[src/rtl/descriptor_serializer.sv]
// descriptor_serializer
//
// Buffers descriptor records (32-bit keypoint + four 16-bit channels) in a
// record FIFO. It sends each record MSB-first as 12 bytes on an 8-bit
// valid/ready stream. Each frame ends with the 4-byte trailer
// A5 5A count_hi count_lo, where count is the number of records accepted in
// the frame. Records that arrive while the FIFO is full, or after the frame
// was closed, are dropped and flagged on a sticky overflow bit.
//
// Ports
//   clk               rising-edge clock
//   rst               synchronous active-high reset
//   descriptor_valid  strobe: keypoint_value/channel1..4 valid this cycle
//   keypoint_value    32-bit keypoint word
//   channel1..4       16-bit descriptor channels
//   descriptor_done   strobe: no more records in this frame
//   out_data          serialized byte (registered)
//   out_valid         out_data valid
//   out_ready         sink accepts the byte when out_valid & out_ready
//   overflow          sticky: a record was dropped in this frame
//   frame_done        one-cycle pulse after the last trailer byte is accepted
//   busy              activity pending: not idle, FIFO non-empty, or frame closing
module descriptor_serializer #(
    parameter int DEPTH = 16
) (
    input  logic        clk,
    input  logic        rst,
    input  logic        descriptor_valid,
    input  logic [31:0] keypoint_value,
    input  logic [15:0] channel1,
    input  logic [15:0] channel2,
    input  logic [15:0] channel3,
    input  logic [15:0] channel4,
    input  logic        descriptor_done,
    output logic [7:0]  out_data,
    output logic        out_valid,
    input  logic        out_ready,
    output logic        overflow,
    output logic        frame_done,
    output logic        busy
);

    localparam int AW = $clog2(DEPTH);
    localparam int CW = AW + 1;
    localparam logic [3:0]  LAST_REC_BYTE = 4'd11;
    localparam logic [3:0]  LAST_TRL_BYTE = 4'd3;
    localparam logic [15:0] TRAILER_SYNC  = 16'hA55A;

    typedef enum logic [1:0] {
        IDLE    = 2'd0,
        SEND    = 2'd1,
        TRAILER = 2'd2
    } state_t;

    // Record packing: keypoint in the top word, then channel1..channel4.
    logic [95:0] record_in;
    logic [15:0] channels [4];

    assign channels[0] = channel1;
    assign channels[1] = channel2;
    assign channels[2] = channel3;
    assign channels[3] = channel4;
    assign record_in[95:64] = keypoint_value;

    generate
        for (genvar gi = 0; gi < 4; gi++) begin : g_pack
            assign record_in[63 - 16*gi -: 16] = channels[gi];
        end
    endgenerate

    // Record FIFO storage. The shift register below is the registered read
    // port: the head is read at the clock edge that pops it.
    logic [95:0] mem [DEPTH];

    logic [AW-1:0] wr_ptr_reg;
    logic [AW-1:0] rd_ptr_reg;
    logic [CW-1:0] fifo_count_reg;
    logic [CW-1:0] fifo_count_next;

    state_t        state_reg;
    logic [95:0]   shift_reg;      // byte on the wire is always the top byte
    logic [3:0]    index_reg;
    logic [15:0]   count_reg;
    logic          done_pending_reg;
    logic          overflow_reg;
    logic          out_valid_reg;
    logic          frame_done_reg;

    logic fifo_empty;
    logic fifo_full;
    logic accept;
    logic last_byte;
    logic pop;
    logic wr_en;
    logic [95:0] trailer_word;

    assign fifo_empty = (fifo_count_reg == '0);
    assign fifo_full  = (fifo_count_reg == CW'(DEPTH));
    assign accept     = out_valid_reg & out_ready;
    assign last_byte  = (state_reg == TRAILER) ? (index_reg == LAST_TRL_BYTE)
                                               : (index_reg == LAST_REC_BYTE);

    // Pop when idle, or when the last byte of a record is taken. This gives
    // back-to-back records with no bubble.
    assign pop = !fifo_empty &&
                 ((state_reg == IDLE) ||
                  (state_reg == SEND && accept && index_reg == LAST_REC_BYTE));

    // Fullness counts the same-cycle pop, so a full FIFO being drained still
    // takes a new record.
    assign wr_en = descriptor_valid && !done_pending_reg && (!fifo_full || pop);

    assign trailer_word = {TRAILER_SYNC, count_reg, 64'd0};

    always_comb begin
        fifo_count_next = fifo_count_reg;
        case ({wr_en, pop})
            2'b10:   fifo_count_next = fifo_count_reg + 1'b1;
            2'b01:   fifo_count_next = fifo_count_reg - 1'b1;
            default: fifo_count_next = fifo_count_reg;
        endcase
    end

    always_ff @(posedge clk) begin
        if (wr_en) begin
            mem[wr_ptr_reg] <= record_in;
        end
    end

    always_ff @(posedge clk) begin
        if (rst) begin
            wr_ptr_reg       <= '0;
            rd_ptr_reg       <= '0;
            fifo_count_reg   <= '0;
            state_reg        <= IDLE;
            shift_reg        <= '0;
            index_reg        <= '0;
            count_reg        <= '0;
            done_pending_reg <= 1'b0;
            overflow_reg     <= 1'b0;
            out_valid_reg    <= 1'b0;
            frame_done_reg   <= 1'b0;
        end else begin
            frame_done_reg <= 1'b0;
            fifo_count_reg <= fifo_count_next;

            if (wr_en) begin
                wr_ptr_reg <= wr_ptr_reg + 1'b1;
                if (count_reg != 16'hFFFF) begin
                    count_reg <= count_reg + 16'd1;
                end
            end
            if (pop) begin
                rd_ptr_reg <= rd_ptr_reg + 1'b1;
            end
            if (descriptor_valid && !wr_en) begin
                overflow_reg <= 1'b1;
            end
            if (descriptor_done) begin
                done_pending_reg <= 1'b1;
            end

            case (state_reg)
                IDLE: begin
                    if (!fifo_empty) begin
                        shift_reg     <= mem[rd_ptr_reg];
                        index_reg     <= '0;
                        out_valid_reg <= 1'b1;
                        state_reg     <= SEND;
                    end else if (done_pending_reg) begin
                        // No writes happen while done is pending, so count is final.
                        shift_reg     <= trailer_word;
                        index_reg     <= '0;
                        out_valid_reg <= 1'b1;
                        state_reg     <= TRAILER;
                    end
                end

                SEND: begin
                    if (accept) begin
                        if (!last_byte) begin
                            index_reg <= index_reg + 4'd1;
                            shift_reg <= {shift_reg[87:0], 8'd0};
                        end else if (!fifo_empty) begin
                            shift_reg <= mem[rd_ptr_reg];
                            index_reg <= '0;
                        end else if (done_pending_reg) begin
                            shift_reg <= trailer_word;
                            index_reg <= '0;
                            state_reg <= TRAILER;
                        end else begin
                            out_valid_reg <= 1'b0;
                            state_reg     <= IDLE;
                        end
                    end
                end

                TRAILER: begin
                    if (accept) begin
                        if (!last_byte) begin
                            index_reg <= index_reg + 4'd1;
                            shift_reg <= {shift_reg[87:0], 8'd0};
                        end else begin
                            // End of frame: clear the per-frame state.
                            frame_done_reg   <= 1'b1;
                            count_reg        <= '0;
                            overflow_reg     <= 1'b0;
                            done_pending_reg <= 1'b0;
                            out_valid_reg    <= 1'b0;
                            state_reg        <= IDLE;
                        end
                    end
                end

                default: begin
                    out_valid_reg <= 1'b0;
                    state_reg     <= IDLE;
                end
            endcase
        end
    end

    assign out_data   = shift_reg[95:88];
    assign out_valid  = out_valid_reg;
    assign overflow   = overflow_reg;
    assign frame_done = frame_done_reg;
    assign busy       = (state_reg != IDLE) || !fifo_empty || done_pending_reg;

endmodule

[config.mk]
export PLATFORM = sky130hd
export DESIGN_NAME = descriptor_serializer
export DESIGN_NICKNAME = d
export VERILOG_FILES = /design/src/rtl/descriptor_serializer.sv
export SDC_FILE = /design/constraint.sdc
export NUM_CORES = 2
export LEC_CHECK = 0
export BUFFER_PORTS_ARGS = -buffer_cell sky130_fd_sc_hd__buf_2
export CORE_UTILIZATION = 51
export CTS_BUF_LIST = sky130_fd_sc_hd__clkbuf_4
export DETAILED_ROUTE_END_ITERATION = 6
export PLACE_DENSITY_LB_ADDON = 0.12
export REMOVE_ABC_BUFFERS = 1
export SYNTH_ARGS = -nofsm -noshare
export SYNTH_HDL_FRONTEND = slang
export SYNTH_SLANG_ARGS = --single-unit
[constraint.sdc]
create_clock -name clk -period 10.3 [get_ports clk]
set_clock_uncertainty 0.05 [all_clocks]
set_input_delay 1.545 -clock clk [delete_from_list [all_inputs] [get_ports clk]]
set_output_delay 1.545 -clock clk [all_outputs]
set_load 0.01 [all_outputs]
==> flow_summary.json <==
{
  "whs_ns": 0.438,
  "crit_fanout": 45,
  "start_util": 0.515,
  "cp_slowest_stage_delay_ns": 0.73,
  "cellPowerDensity_nw_per_um2": 236,
  "relSlewSlack": 0.155,
  "via_per_inst": 6.05,
  "power_switching_mw": 4.95,
  "cts_hold_buf": 0,
  "core_area_um2": 126000,
  "hpwl_mm": 83.5,
  "fp.dieArea_um2": 128000,
  "clock_latency_ns": 1.34,
  "clk_path_buf_depth": 4,
  "hold_class": "register to register",
  "grt_pass1_wl_mm": 231,
  "gr-total-overflow": 0,
  "yosysMostFrequentCell": "edfxtp_1",
  "worstPathArrival_ns": 5.57,
  "drive_gt1_frac": 0.322,
  "period_minus_slack_ns": 4.75,
  "fin_util": 0.576,
  "max-cap-violations": 0,
  "synthArstFlopShare": 0,
  "critPathSlowestCell": "buf_4",
  "synth-edff-count": 1536,
  "cts_resized": 0,
  "syn_area_um2": 64700,
  "internal_power_mw": 12.1,
  "cts_tree": "done",
  "p_comb_frac": 0.211,
  "die_h_um": 358,
  "drc_errors": 0,
  "fill_cells": 9471,
  "grt_use_total": 0.250,
  "cp_common_cell": "buf_4",
  "io_pins": 113,
  "stdcell_count": 5631,
  "synth_seq_area_share": 0.756,
  "area_growth_pct": 12.0,
  "path_cells": "ha_1, nand4b_1, o2111a_1, nor2_1, nand2_1, nor2_4, buf_4, buf_4",
  "cts_setup_buffers": 0,
  "largest_reg_flops": 1536,
  "antenna_found_initial": 23,
  "layout.nets": 3765,
  "vias": 34100,
  "synth_top_area_frac": 0.713,
  "drt_wl_total_mm": 157,
  "wl_per_cell_um": 27.9,
  "finalHoldViolations": 0,
  "port_buffers": 112,
  "final_max_slew_viol_count": 0,
  "fin_crit_sh": 0.461,
  "synthTopCellsByArea": "edfxtp_1 71%, mux4_2 12%, dfxtp_1 4.3%",
  "grt_max_degree": 111,
  "place_area_um2": 67100,
  "ys_ff_latch": 1675,
  "ir_drop_v": 0.000260,
  "p_clk_frac": 0.322,
  "cts_root_buffer": "clkbuf_4",
  "worstSetupEndpointType": "register",
  "dp_cells": 4868,
  "swShare": 0.289,
  "first_global_vias": 35900,
  "cts_sinks": 1675,
  "gp_congestion": 0.819,
  "rsz0062_at_grt": "no",
  "outcome": "complete, no violations",
  "leakage_nw": 23.1,
  "clkTransAtPathRegs_ns": 0.07,
  "setup_viol": 0,
  "ctsHtreeMaxLevel": 5,
  "synth_cell_types": 63,
  "final_cell_area_um2": 72500,
  "core.rowCount": 130,
  "max_freq_mhz": 211,
  "first_pass_iters": 5,
  "cts_buffers": 429,
  "cp_data_required_time_ns": 11.12,
  "power_frac_seq": 0.466,
  "ys_dominant_reg_cell": "edfxtp_1",
  "worst-slew-pin-transition_ns": 1.26,
  "drt_iter0_drc": 3384,
  "critical_path_class": "register to register",
  "die_width_um": 358,
  "postSynthCellCount": 3248,
  "syn_area_per_cell_um2": 19.9,
  "startpoint_type": "register",
  "synth_top_cell_by_area": "edfxtp_1",
  "setup_tns_ns": 0,
  "postRouteAntennaNets": 0,
  "yosys_warnings": 0,
  "synthTopCellsByCount": "1536 x edfxtp_1, 332 x mux4_2, 171 x mux2i_1, 139 x dfxtp_1, 123 x nor2_1"
}
-- cell type report --
| class | instances | area, µm² | area share |
|---|---|---|---|
| antenna | 13 | 32.5 | 0.000449 |
| clock buffer | 653 | 4900 | 0.0676 |
| clock inverter | 97 | 435 | 0.00601 |
| inverter | 17 | 63.8 | 0.000880 |
| multi-input combinational | 1346 | 14900 | 0.206 |
| sequential | 1675 | 48900 | 0.675 |
| tap | 1650 | 2060 | 0.0285 |
| timing repair buffer | 180 | 1140 | 0.0157 |
-- power groups by stage --
stage	clock network [mW]	logic, mW	registers [mW]
2_1_floorplan	0	3.28	8.33
3_3_place_gp	0	3.56	8.10
3_5_place_dp	0	3.63	8.11
4_1_cts	5.65	3.64	7.96
5_1_grt	6.00	3.88	7.99
6_report	5.51	3.61	7.97
-- critical path, delay by kind of cell, from the launching register on --
family                     cells  cell delay, ns
AOI/OAI and AO/OA              1            0.39
adders and majority gates      1            0.27
buffers and inverters          2            1.43
DFF                            1            0.36
and+or+nand+nor                4            1.65
-- worst paths after layout --
kind | startpoint | end | slack [ns] | cells after the start
setup / recovery | index_reg[1] | mem[8][92] | 5.55 | 8
hold / removal | overflow | overflow | 0.44 | 2
setup reg to reg | index_reg[1] | mem[8][92] | 5.55 | 8
hold reg to reg | overflow | overflow | 0.44 | 2
-- layer usage --
metal | vias to the layer above | track usage | wire [µm]
met2 | 1272 | 0.403 | 77400
met5 | - | 0 | 102
li1 | 14700 | - | -
met1 | 17900 | 0.330 | 64100
met4 | 16 | 0.0888 | 4000
met3 | 265 | 0.0643 | 11600
-- layout by cell type (no fill, tap or decap), drive strengths merged, types with 40 or more instances in the layout --
master,count
nor2,124
dfxtp,139
o22ai,46
clkbuf,653
a21oi,106
nand2,48
a221oi,49
mux4,332
clkinv,88
mux2i,171
buf,180
a22oi,79
edfxtp,1536
mux2,48
nand3,40
-- logic make-up after synthesis --
kind of cell	synth area share
muxes	0.150
adders and majority gates	0.00302
buffers and inverters	0.0163
AOI/OAI and AO/OA	0.0494
DFF	0.756
xor gates and xnor gates	0.00122
and+or+nand+nor	0.0242
-- stage by stage --
stage / total power, mW / setup slack, ns
final: 17.1 / 5.55
after CTS: 17.2 / 5.50
after floorplan: 11.6 / -8.57
after global placement: 11.7 / 4.56
after global routing: 17.9 / 5.32
after detailed placement: 11.7 / 4.55
Power figures use the tool's default switching activity.
